### src/rtl/ahb_lite_ctrl_slave.sv
// AHB-Lite register slave for the ASL classifier core: CTRL/ENABLE/STATUS/RESULT,
// read wait states, two-cycle ERROR responses, and start/done handshake with the core.
module ahb_lite_ctrl_slave #(
  parameter logic [31:0] ADDR_BASE   = 32'h8000_0000,
  parameter int          WAIT_STATES = 1,
  parameter int          RESULT_W    = 8
) (
  input  logic                clk,
  input  logic                resetn,
  input  logic                ahb_hsel_i,
  input  logic [31:0]         ahb_haddr_i,
  input  logic                ahb_hwrite_i,
  input  logic [2:0]          ahb_hsize_i,
  input  logic [1:0]          ahb_htrans_i,
  input  logic [31:0]         ahb_hwdata_i,
  input  logic                ahb_hready_i,
  output logic                ahb_hreadyout_o,
  output logic                ahb_hresp_o,
  output logic [31:0]         ahb_hrdata_o,
  output logic                core_enable_o,
  output logic                core_start_o,
  input  logic                core_done_i,
  input  logic [RESULT_W-1:0] core_result_i,
  output logic                irq_o
);

  localparam logic [2:0] S_IDLE    = 3'd0;
  localparam logic [2:0] S_WR_DP   = 3'd1;
  localparam logic [2:0] S_RD_WAIT = 3'd2;
  localparam logic [2:0] S_RD_DP   = 3'd3;
  localparam logic [2:0] S_ERR1    = 3'd4;
  localparam logic [2:0] S_ERR2    = 3'd5;

  localparam logic [2:0] WS_LOAD = (WAIT_STATES == 0) ? 3'd0 : 3'(WAIT_STATES - 1);

  localparam logic [1:0] R_CTRL   = 2'd0;
  localparam logic [1:0] R_ENABLE = 2'd1;
  localparam logic [1:0] R_STATUS = 2'd2;
  localparam logic [1:0] R_RESULT = 2'd3;

  logic [2:0]          state, state_nx;
  logic [2:0]          wcnt;
  logic [1:0]          sel_q, sel_d, rd_sel;
  logic                map_hit, err_d, acc;
  logic [31:0]         off, rd_val, rdata_q;
  logic                en, irq_en, busy, done, ovr, start_q;
  logic [RESULT_W-1:0] result;
  logic                wr_go, wr_ctrl, wr_enable, wr_status, start_req, start_ok;
  logic                unused_bits;

  assign unused_bits = ^{ahb_hwdata_i[31:3], ahb_htrans_i[0]};

  assign acc = ahb_hsel_i & ahb_hready_i & ahb_htrans_i[1];
  assign off = ahb_haddr_i - ADDR_BASE;

  always_comb begin
    map_hit = 1'b1;
    sel_d   = R_CTRL;
    case (off)
      32'h0000_0000: sel_d = R_CTRL;
      32'h0000_0004: sel_d = R_ENABLE;
      32'h0000_0008: sel_d = R_STATUS;
      32'h0000_2000: sel_d = R_RESULT;
      default:       map_hit = 1'b0;
    endcase
  end

  assign err_d = (ahb_hsize_i != 3'b010) | (ahb_haddr_i[1:0] != 2'b00) | ~map_hit |
                 (ahb_hwrite_i & (sel_d == R_RESULT));

  // Every state that drives HREADYOUT high can accept a pipelined next transfer.
  always_comb begin
    state_nx = state;
    case (state)
      S_RD_WAIT: if (wcnt == 3'd0) state_nx = S_RD_DP;
      S_ERR1:    state_nx = S_ERR2;
      default: begin
        state_nx = S_IDLE;
        if (acc) begin
          if (err_d)                 state_nx = S_ERR1;
          else if (ahb_hwrite_i)     state_nx = S_WR_DP;
          else if (WAIT_STATES == 0) state_nx = S_RD_DP;
          else                       state_nx = S_RD_WAIT;
        end
      end
    endcase
  end

  // Zero-wait reads sample straight from the address phase decode.
  assign rd_sel = (state == S_RD_WAIT) ? sel_q : sel_d;

  always_comb begin
    rd_val = '0;
    case (rd_sel)
      R_CTRL:   rd_val[1]   = irq_en;
      R_ENABLE: rd_val[0]   = en;
      R_STATUS: rd_val[2:0] = {ovr, done, busy};
      default:  rd_val[RESULT_W-1:0] = result;
    endcase
  end

  always_ff @(posedge clk or negedge resetn) begin
    if (!resetn) begin
      state   <= S_IDLE;
      wcnt    <= '0;
      sel_q   <= R_CTRL;
      rdata_q <= '0;
    end else begin
      state <= state_nx;
      if (state_nx == S_RD_WAIT && state != S_RD_WAIT) wcnt <= WS_LOAD;
      else if (state == S_RD_WAIT && wcnt != 3'd0)     wcnt <= wcnt - 3'd1;
      if (acc && state != S_RD_WAIT && state != S_ERR1) sel_q <= sel_d;
      if (state_nx == S_RD_DP) rdata_q <= rd_val;
    end
  end

  assign wr_go     = (state == S_WR_DP);
  assign wr_ctrl   = wr_go & (sel_q == R_CTRL);
  assign wr_enable = wr_go & (sel_q == R_ENABLE);
  assign wr_status = wr_go & (sel_q == R_STATUS);
  assign start_req = wr_ctrl & ahb_hwdata_i[0];
  // A done arriving on the same edge frees the core, so the start still goes through.
  assign start_ok  = start_req & en & (~busy | core_done_i);

  always_ff @(posedge clk or negedge resetn) begin
    if (!resetn) begin
      en      <= 1'b0;
      irq_en  <= 1'b0;
      busy    <= 1'b0;
      done    <= 1'b0;
      ovr     <= 1'b0;
      start_q <= 1'b0;
      result  <= '0;
    end else begin
      start_q <= start_ok;
      if (wr_ctrl)   irq_en <= ahb_hwdata_i[1];
      if (wr_enable) en     <= ahb_hwdata_i[0];
      if (start_ok)         busy <= 1'b1;
      else if (core_done_i) busy <= 1'b0;
      if (core_done_i) begin
        done   <= 1'b1;
        result <= core_result_i;
      end else if (wr_status & ahb_hwdata_i[1]) begin
        done <= 1'b0;
      end
      if (start_req & ~start_ok)              ovr <= 1'b1;
      else if (wr_status & ahb_hwdata_i[2])   ovr <= 1'b0;
    end
  end

  assign ahb_hreadyout_o = ~((state == S_RD_WAIT) | (state == S_ERR1));
  assign ahb_hresp_o     = (state == S_ERR1) | (state == S_ERR2);
  assign ahb_hrdata_o    = (state == S_RD_DP) ? rdata_q : 32'h0;
  assign core_enable_o   = en;
  assign core_start_o    = start_q;
  assign irq_o           = done & irq_en;

endmodule

### config.mk
export PLATFORM = sky130hd
export DESIGN_NAME = ahb_lite_ctrl_slave
export DESIGN_NICKNAME = d
export VERILOG_FILES = /design/src/rtl/ahb_lite_ctrl_slave.sv
export SDC_FILE = /design/constraint.sdc
export NUM_CORES = 1
export LEC_CHECK = 0
export CELL_PAD_IN_SITES_DETAIL_PLACEMENT = 1
export CELL_PAD_IN_SITES_GLOBAL_PLACEMENT = 1
export CORE_MARGIN = 2
export CORE_UTILIZATION = 25
export CTS_CLUSTER_DIAMETER = 40
export DETAILED_ROUTE_END_ITERATION = 8
export PLACE_DENSITY_LB_ADDON = 0.25
export SLEW_MARGIN = 20
export SYNTH_ARGS = -nofsm -noshare
export SYNTH_HDL_FRONTEND = slang
export SYNTH_SLANG_ARGS = --single-unit
### constraint.sdc
create_clock -name clk -period 2 [get_ports clk]
set_clock_uncertainty 0.1 [all_clocks]
set_input_delay 0.3 -clock clk [delete_from_list [all_inputs] [get_ports clk]]
set_output_delay 0.3 -clock clk [all_outputs]
set_load 0.02 [all_outputs]
; Yosys cells after proc, flatten, opt, wreduce, memory -nomap -nowiden
; Index checks and enable logic that the tools add are counted.
[word_totals]
register_bits = 30
elab_cells = 92
[classes]
add_sub_neg = 2
eq_ne = 18
muxes = 21
n_bitwise = 23
reduce_logical = 17
[op_table]
columns = cell, n
row1 = "32-bit by 14-bit == test with 1-bit output, second input constant", 1
row2 = "32-bit by 3-bit == test with 1-bit output, second input constant", 1
row3 = "32-bit by 4-bit == test with 1-bit output, second input constant", 1
row4 = 32-bit zero test, 1
row5 = "32-bit subtractor, second input constant", 1
row6 = 3-bit 2-to-1 mux, 5
row7 = 1-bit bitwise AND, 13
row8 = "3-bit by 2-bit == test with 1-bit output, second input constant", 4
row9 = 2-bit nonzero test, 5
row10 = 8-bit 2-to-1 mux, 1
row11 = 1-bit 2-to-1 mux, 7
row12 = "2-bit == test, second input constant", 3
row13 = "3-bit == test, second input constant", 2
row14 = "3-bit by 2-bit inequality test with 1-bit output, second input constant", 2
row15 = 1-bit OR, 6
row16 = 1-bit one-hot mux with 3 select lines, 2
row17 = 2-bit one-hot mux with 3 select lines, 1
row18 = 3-bit one-hot mux with 2 select lines, 1
row19 = 5-bit 2-to-1 mux, 1
row20 = "2-bit by 1-bit == test with 1-bit output, second input constant", 2
row21 = 1-bit logical AND, 4
row22 = 2-bit zero test, 2
row23 = 2-bit 2-to-1 mux, 2
row24 = 1-bit NOT, 4
row25 = other kinds (9), 9

; Depth between registers and ports, before layout
; Gate-level depths: netlist (run 1).
[depth]
ltp_word = 13
depth_mapped = 7

; Worst setup path before layout (run 1)
; No wires, ideal clock.
[synth_path]
path_type = input -> register
startpoint = input ahb_haddr_i[6]
endpoint = register state[1]
setup_time_ps = 65
t_arrival_ps = 1369
required_time_ps = 1835
slack_ps = 466
stages = 6
n_path_buf = 0
path_cell_list = nor4_2 > nand4_1 > nor4_2 > nor3b_2 > o21ai_1 > nand2_1
[synth_via]
elab_chain_cells = 10
word_cells_on_any_way = 16
cone_classes = add/sub: 1 / eq/ne: 4 / mux: 5 / bitwise: 4 / reduce/logical: 2
[synth_lines]
columns = item, line
row1 = start: declaration, 11  ; input logic [31:0] ahb_haddr_i,
row2 = 32-bit subtractor (*), 54  ; assign off = ahb_haddr_i - ADDR_BASE;
row3 = branches (longest 5 deep; another with 32-bit by 14-bit == test with 1-bit output), -
row4 = 1-bit OR (*), 68  ; assign err_d = (ahb_hsize_i != 3'b010) | (ahb_haddr_i[1:0] != 2'b00) | ~map_hit |
row5 = 3-bit 2-to-1 mux (*), 80  ; if (err_d) state_nx = S_ERR1;
row6 = 3-bit 2-to-1 mux (*), 79  ; if (acc) begin
row7 = 3-bit one-hot mux with 2 select lines (*), 74  ; case (state)
row8 = named net state_nx[1], 41  ; logic [2:0] state, state_nx;
row9 = end signal: assignment, 109  ; state <= state_nx;
row10 = end: declaration, 41
; Mark *: on every way through the listed nets, which the timed path passes.
; A chain may end at the register's enable or synchronous reset.

; Worst setup path after layout (run 1)
[layout_path]
startpoint = register state[2]
endpoint = output ahb_hrdata_o[5]
[layout_via]
elab_chain_cells = 2
[layout_lines]
columns = item, line
row1 = 3-bit by 2-bit == test with 1-bit output, 153  ; assign ahb_hrdata_o = (state == S_RD_DP) ? rdata_q : 32'h0;
row2 = 8-bit 2-to-1 mux, 153
row3 = end: declaration, 19  ; output logic [31:0] ahb_hrdata_o,
; No other way between the ends.

==> results of run 1 <==
layout make-up:
type	instances	area, um^2
sequential	30	750.7
multi-input combinational	146	887.1
inverter	6	22.52
fill	825	4167
clock buffer	6	82.58
clock inverter	2	12.51
timing repair buffer	84	789.5
tap	96	120.1
per-stage QoR:
step | power [mW] | util
floorplan | 0.9465 | -
global placement | 1.193 | 0.3753
detailed placement | 1.197 | 0.3753
CTS | 1.712 | 0.3875
global route | 1.783 | 0.3901
finish | 1.683 | 0.3901
synthesized netlist by cell type (2+ instances only):
cell,number,area share
a21o_1,2,0.0085
a21oi_1,5,0.014
and2_1,10,0.035
buf_4,24,0.10
clkbuf_1,3,0.0064
dfrtp_1,30,0.42
ha_1,2,0.014
inv_1,6,0.013
mux2_2,10,0.064
mux2i_1,2,0.011
nand2_1,17,0.036
nand2b_1,4,0.014
nand3_1,11,0.031
nand4_1,2,0.0071
nor2_1,10,0.021
nor2b_1,3,0.011
nor3_1,6,0.017
nor4_1,3,0.011
nor4_2,4,0.028
nor4b_1,2,0.0099
o211ai_1,3,0.013
o21ai_0,12,0.034
o21ai_1,2,0.0056
xnor2_1,3,0.015
cells in the final DEF (no fill, tap or decap), types with 4 or more instances in the layout:
master	n
a21oi_1	5
and2_1	10
buf_4	19
clkbuf_8	6
clkdlybuf4s15_1	7
clkdlybuf4s50_1	55
conb_1	24
dfrtp_1	30
inv_1	6
mux2_2	10
nand2_1	17
nand2b_1	4
nand3_1	11
nor2_1	9
nor3_1	6
nor4_2	4
o21ai_0	11
layer usage:
metal  wire length [um]  share of wire  vias to the layer above
li1                   -              -                      773
met1               2098           0.45                      753
met2               2340           0.50                       40
met3                170          0.036                        8
met4                 76          0.016                        0
met5                  0              0                        -
registers in the layout (all words and copies together), names as in the netlist, 2 cells and up:
register,flops
wcnt,3
state,3
result,8
sel_q,2
rdata_q,8
final timing paths:
kind / cells past startpoint / to / slack, ps / startpoint
worst max-delay path: 5 / ahb_hrdata_o[5] / 120 / state[2]
worst min-delay path: 2 / rdata_q[3] / 300 / resetn
worst max register to register: 6 / wcnt[1] / 220 / state[0]
worst min register to register: 2 / rdata_q[5] / 370 / rdata_q[5]
max in group asynchronous: 2 / sel_q[1] / 1210 / resetn
min in group clk: 2 / rdata_q[5] / 370 / rdata_q[5]
kinds of logic after synthesis:
family / count (synthesis)
mux: 12
other cells: 1
simple gates: 75
compound gates: 30
buf+inv: 35
xor+xnor: 3
flops: 30
fa+ha+maj: 2
power groups by stage:
| stage | Clock, mW | Combinational [mW] | Sequential (mW) |
|---|---|---|---|
| global route | 0.555 | 0.546 | 0.682 |
| global placement | 0 | 0.505 | 0.687 |
| detailed placement | 0 | 0.509 | 0.688 |
| CTS | 0.531 | 0.505 | 0.677 |
| floorplan | 0 | 0.255 | 0.692 |
| finish | 0.512 | 0.495 | 0.676 |
what timing repair did:
action	in CTS	in global routing
resized for setup	9	12
endpoints found under the setup margin	9	15
pin swaps	0	3
setup buffers	0	1
==> key figures, run 1 <==
Yosys
  – Number of enable flip-flop cells after synthesis: 0
  – Main combinational cell family by area after synthesis: simple AND/OR/NAND/NOR gates
  – Async set or reset register ratio after synthesis: 1.000
  – Compound-Gate Fraction of Synth Area: 0.1044
  – Top FF cell, synth: dfrtp_1
  – Post-Synth Simple-Gate Area: 0.2399
  – Post-Synth Adder-Cell Area: 0.01411
  – Synthesized area per cell: 9.431 um^2
  – Yosys cell types: 36
  – Synth Warn #: 0
  – Seq/Total Area, Yosys: 0.4234
  – Post-Synth XOR/XNOR Area: 0.01482
  – Mux cell area share after synthesis: 0.07481
  – Gate count of the mapped netlist: between 150 and 200
  – Synthesized area: 1773 um^2
  – Number of synthesized register bits: 30

CTS
  – Total CTS buffers: 5
  – Htree depth: 2
  – Longest Clk Path Bufs: 2
  – CTS sink cnt: 30
  – CTS clk-pin slew, worst paths: approximately 70 ps
  – Worst skew pair latency: between 200 and 300 ps
  – CTS tree: built
  – CTS Hold Bufs: 0
  – Root buffer cell: clkbuf_8

STA
  – Fmax: approximately 530 MHz
  – Fin Hold WS: approximately 300 ps
  – Setup ws final: 117.7 ps
  – Fin. max-slew vios: 0
  – Minimum clock period: roughly 1900 ps
  – Setup TNS: 0 ps
  – Final setup fails: 0
  – RSZ-0062 raised after global routing: no
  – Final Cycle Share: 0.9412
  – Fin. Hold Viols: 0

Floorplan
  – Core footprint: 6832 um^2
  – DIE HEIGHT: 88.21 um
  – Starting Density: 0.2595
  – Total Die Area: between 7000 and 8000 um^2
  – Std-Cell Rows: 30
  – Boundary Pins: 120
  – Die width: between 80 and 90 um

Run status
  – Run status: finished, final reports clean

Setup path
  – Arrival time worst endpoint: 1480 ps
  – Max incr delay on CP: roughly 370 ps
  – Critical Path RT: around 1600 ps
  – Crit path launch type: flop
  – Delay-heaviest family, CP: buffers and inverters
  – Crit. End Element: primary output
  – Crit-path cells: inv_1 > and3_1 > buf_4 > and2_1 > clkdlybuf4s15_1
  – Crit-path max FO: 7
  – Critical path class: reg2out
  – CP max stage cell: dfrtp_1
  – WP buf/inv: 3

Detailed routing
  – Via count: between 1,500 and 2,000
  – Drt first pass iters: 4
  – 1st-iter DRT viols: 56
  – DR WL/cell: 12.66 um
  – Via density: about 4.3
  – Post-route ant nets: 0
  – Post-route DRC: 0
  – WL final: 4.686 mm

Global route
  – Gr usage total: 0.1283
  – Most Crowded Layer GR: met2
  – Met2 Track Usage GR: 0.2119
  – Grt met1 use: 0.1672
  – First-pass GRT wire length: roughly 7.6 mm
  – Initial antenna violation count: 0
  – Met3 usage: 0.02425
  – Number of global-route vias before repair: around 1,600
  – Pin count of the biggest net entering global routing: 31
  – Grt ovf: 0

Placement
  – Placer congestion estimate: 0.7171
  – Placed cells: approximately 360
  – Dpl ws: -216.0 ps
  – Cell Area, Placed: 2564 um^2
  – Final HPWL DP: 3.872 mm
  – IO buf count: 65

Pwr
  – Maximum vdd drop: ~370 uV
  – Clock Power Share: 0.304
  – Power Density: approximately 630 nW/um^2
  – Design internal power: ~1.2 mW
  – Switch Pwr: between 0.5 and 0.6 mW
  – Leakage: 1.148 nW
  – Gate power share: 0.294
  – Switch share: 0.2980
  – Sequential power share: 0.402

Final layout
  – Layout cells sized above 1: 0.1679
  – Layout Cells excl Fill: 370
  – ANT cells: 0
  – Layout area overhead: 50.32%
  – Post-route cell area: 2665 um^2
  – # nets final: roughly 360

Flow run
  – Maximum Capacitance Violations: 0

Hold path
  – Hold WC Path Type: in2async
Note: power is estimated with default switching activity, not from simulation.
==> run 2: changes to the inputs <==
CTS_CLUSTER_DIAMETER = 30   (was 40)
==> results of run 2 <==
Same layout as run 1: the final DEF is identical, and so are final timing and power.
